[config.mk]
export PLATFORM = sky130hd
export DESIGN_NAME = rng
export DESIGN_NICKNAME = d
export VERILOG_FILES = /design/src/rtl/rng.sv
export SDC_FILE = /design/constraint.sdc
export NUM_CORES = 1
export LEC_CHECK = 0
export BUFFER_PORTS_ARGS = -buffer_cell sky130_fd_sc_hd__buf_2
export CAP_MARGIN = 5
export CORE_ASPECT_RATIO = 1.5
export CORE_UTILIZATION = 49
export CTS_CLUSTER_SIZE = 8
export DETAILED_ROUTE_END_ITERATION = 7
export HOLD_SLACK_MARGIN = 0.08
export PLACE_DENSITY = 0.71
export SLEW_MARGIN = 20
export SYNTH_ARGS = -nofsm -noshare
export SYNTH_HDL_FRONTEND = slang
export SYNTH_SLANG_ARGS = --single-unit
[constraint.sdc]
create_clock -name clk -period 1.6 [get_ports clk]
set_clock_uncertainty 0.2 [all_clocks]
set_input_delay 0.4 -clock clk [delete_from_list [all_inputs] [get_ports clk]]
set_output_delay 0.4 -clock clk [all_outputs]
set_load 0.01 [all_outputs]
[src/rtl/rng.sv]
// rtl/rng.sv - free-running xorshift32 generator whose output register samples on a request edge
module rng #(
    parameter logic [31:0] SEED = 32'h0000_0001
) (
    input  logic        clk,
    input  logic        reset,
    input  logic        changeNum,
    output logic [31:0] randNum
);

    // An all-zero state would lock the generator at zero forever.
    localparam logic [31:0] SEED_EFF = (SEED == 32'h0) ? 32'h0000_0001 : SEED;

    function automatic logic [31:0] xs(input logic [31:0] x);
        logic [31:0] y;
        y = x ^ (x << 13);
        y = y ^ (y >> 17);
        y = y ^ (y << 5);
        return y;
    endfunction

    logic [31:0] s_q, s_d;
    logic        chg_q, chg_d;
    logic [31:0] rand_q, rand_d;
    logic        rise;

    always_comb begin
        rise   = changeNum & ~chg_q;
        s_d    = xs(s_q);
        chg_d  = changeNum;
        rand_d = rand_q;
        // Capture the pre-advance state so the value depends on request timing.
        if (rise) begin
            rand_d = s_q;
        end
    end

    always_ff @(posedge clk) begin
        if (!reset) begin
            s_q    <= SEED_EFF;
            chg_q  <= 1'b0;
            rand_q <= 32'h0;
        end else begin
            s_q    <= s_d;
            chg_q  <= chg_d;
            rand_q <= rand_d;
        end
    end

    assign randNum = rand_q;

endmodule

Yosys cells after proc, flatten, opt, wreduce, memory -nomap -nowiden --
Cells that the tools add are included.
Storage, ports and cells: ROM bits 0, flip-flop bits (word level) 65, bits of input ports 3, RAM bits 0, bits in latches 0, memories kept 0
Operators by class: add/sub/neg operators 0, $mul 0, divide/modulo/power cells 0, reductions and logical operators 0, shift operators 0, bitwise operators 5, multiplexer cells 0, eq/ne operators 0, order comparisons 0
Operators with widths (count):
- 32-bit bitwise XOR | 2
- 32-bit by 15-bit bitwise XOR with 32-bit output | 1
- 1-bit AND | 1
- 1-bit inverter | 1

Logic depth before layout (Yosys ltp) --
word-level depth 3, depth in mapped cells 5

Worst setup path after synthesis --
No wires, ideal clock.
path type reg2reg, start point register s_q[5], end point register s_q[18], clock period less this slack 1.499 ns, data arrival time 1.184 ns, setup time 0.115 ns, slack 0.101 ns, required time 1.285 ns, cell stages (with the launch flop) 5, cells stage by stage dfxtp_1 > buf_2 > xnor2_1 > xnor3_1 > and2_1
Between the ends: longest elaborated chain between the ends 3
RTL lines:
- start, declared | RTL line 22 | logic [31:0] s_q, s_d;
- start signal, assigned | RTL line 40 | s_q <= SEED_EFF;
- start signal, assigned | RTL line 44 | s_q <= s_d;
- 32-bit bitwise XOR | RTL line 16 | y = x ^ (x << 13);
- 32-bit by 15-bit bitwise XOR with 32-bit output | RTL line 17 | y = y ^ (y >> 17);
- 32-bit bitwise XOR | RTL line 18 | y = y ^ (y << 5);
Every way passes these cells. A chain may end at the register's enable or synchronous reset.

Worst setup path in the final report --
start point register s_q[22], end point register s_q[5]
Same word-level chain as after synthesis.

==> flow_summary.ini <==
[grt]
grt.total_usage_pct = 19.4
grt_pass1_vias = 1743
met2_usage_pct = 32.0
antenna_found_initial = 0
overflow = 0
busiest_layer = met2
grt_first_pass_wirelength_um = 8730
grt_max_degree = 66
globalRouteMet3Util_pct = 5.45
use_met1_pct = 23.1

[timing]
max_slew_margin_pct = 73.5
fin_crit_ns = 1.56
fin_ws_ns = 0.0428
holdWs_ns = 0.220
finalSetupViolations = 0
slew_violations = 0
finalSetupTns_ns = 0
finalCritPeriodShare_pct = 97.3
max_freq_mhz = 642
tightest_slew_ns = 0.396
finalHoldViolations = 0

[clock_network]
clockBufferDepth = 2
cts_tree = yes
path_clk_slew_ns = 0.07
cts-buffers-inserted = 9
clkSinkCount = 65
cts-root-buf = clkbuf_8
cts.htree.levels = 3
insertion_delay_ns = 0.34

[hold_path]
min-delay-path-class = input port to flop
whs_path_depth = 2

[critical_path]
crit_fanout = 4
cp.depth = 3
end_kind = flop
cp_slowest_cell = xnor3_1
cp_data_required_time_ns = 1.64
crit_path_start_kind = flop
r2r_setup_slack_ns = 0.04
ff2ff_path_depth = 3
critical_path_class = flop to flop
crit_chain = xor2_2 -> xnor3_1 -> and2_1
crit_family = XOR/XNOR gates
max_stage_delay_ns = 0.44
critPathBufInv = 0
worstPathArrival_ns = 1.59

[pwr]
p_leak_nw = 1.58
total_power_mw = 8.09
clkPwrFrac_pct = 19.3
seq_power_share_pct = 31.9
combPwrFrac_pct = 48.8
ir_drop_uv = 1150
switching_share_pct = 30.7
power_density_nw_per_um2 = 2280
p_int_mw = 5.61
switchingPower_mw = 2.49

[cells_and_area]
antennaDiodeCount = 0
design_area_um2 = 3550
area_growth_pct = 23.7
drive_gt1_share_pct = 24.5
nets = 324

[synth]
synth_area_per_cell_um2 = 10.5
postSynthCellCount = 274
synth_area_um2 = 2870
ys_seq_area_share_pct = 45.4
ys_types = 17
ys.warnings.count = 0
yosys_register_bits = 65
syn-num-nets = 277

[die]
core_area_um2 = 5530
die_area_um2 = 6170
start_util_pct = 51.8
die_width_um = 64.5
rows = 33
dieHeight_um = 95.7
io_pins = 35

[drt]
drtAntennaViolNets = 0
wl_per_cell_um = 14.2
drt_pass1_iterations = 4
routed_via_density = 4.80
routed_wl_um = 5620
dr.first_iter.drc_count = 106
drc = 0
route.vias.total = 1900

[place]
place_area_um2 = 3200
hpwl_um = 3590
place_ws_ns = 0.0302
numPortBuffers = 34
gp_congestion = 0.779

[run]
cap_violations = 0

[run_status]
status = finished, final reports clean
cell usage in the layout, fill, tap and decap left out, types with 2 or more instances in the layout:
cell type,instances
xnor2_1,27
xor3_1,4
bufinv_16,2
xnor3_1,12
xor2_1,8
dfxtp_2,2
buf_12,3
a21boi_1,21
buf_4,13
a21boi_0,10
xor2_2,2
clkinv_2,2
clkbuf_8,11
clkbuf_16,2
buf_2,33
dfxtp_1,63
nand2_1,66
nor2b_1,8
xnor2_2,5
and2_1,23
stage by stage:
step	util, %	instances
floorplan	-	274
global placement	57.9	375
detailed placement	57.9	375
CTS	62.2	392
global route	64.1	396
finish	64.1	396
state kept, by name, summed over array words and instances (netlist names):
name / cells
chg_q: 1
s_q: 32
randNum: 32
synthesized netlist by cell type:
cell | count | area share [%]
a21boi_0 | 32 | 8.4
and2_1 | 23 | 5.0
and3b_1 | 1 | 0.31
buf_2 | 4 | 0.70
clkbuf_1 | 13 | 1.7
dfxtp_1 | 65 | 45
nand2_1 | 66 | 8.6
nand2b_1 | 1 | 0.22
nor2_1 | 1 | 0.13
nor2b_1 | 9 | 2.0
xnor2_1 | 30 | 9.2
xnor2_2 | 2 | 1.1
xnor3_1 | 12 | 9.4
xor2_1 | 8 | 2.4
xor2_2 | 2 | 1.1
xor3_1 | 4 | 3.3
xor3_4 | 1 | 0.96
power by group through the flow:
| stage | clock network [mW] | logic (mW) | registers [mW] |
|---|---|---|---|
| after CTS | 1.61 | 3.83 | 2.56 |
| after global placement | 0 | 3.71 | 2.56 |
| after floorplan | 0 | 3.08 | 2.49 |
| final | 1.56 | 3.95 | 2.58 |
| after detailed placement | 0 | 3.80 | 2.59 |
| after global routing | 1.68 | 4.32 | 2.63 |
metal layers:
layer | wire (um) | up-vias
met5 | 0 | -
met3 | 259 | 6
li1 | - | 965
met2 | 2860 | 49
met1 | 2400 | 880
met4 | 91 | 0
final cells by class:
class / count / area (um2)
Tap cell: 70 / 87.6
Timing Repair Buffer: 53 / 397
Multi-Input combinational cell: 192 / 1530
Clock buffer: 11 / 151
Sequential cell: 65 / 1300
Fill cell: 469 / 1980
Clock inverter: 5 / 77.6
cells by family after synthesis:
group	count (synthesis)	synth area share (%)
simple gates	101	16.3
xor+xnor	59	27.6
compound gates	32	8.38
flops	65	45.4
buf+inv	17	2.40
final timing paths:
kind,startpoint,endpoint
hold reg to reg,randNum[7],randNum[7]
hold / removal,changeNum,chg_q
setup / recovery,s_q[22],s_q[5]
setup reg to reg,s_q[22],s_q[5]
what timing repair did:
action                                  4_1_cts  5_1_grt
hold endpoints to repair                      1        0
endpoints found under the setup margin        0       39
hold buffers                                  1        0
resized for setup                             0       30
setup buffers                                 0        2
(Power assumes the default switching activity.)
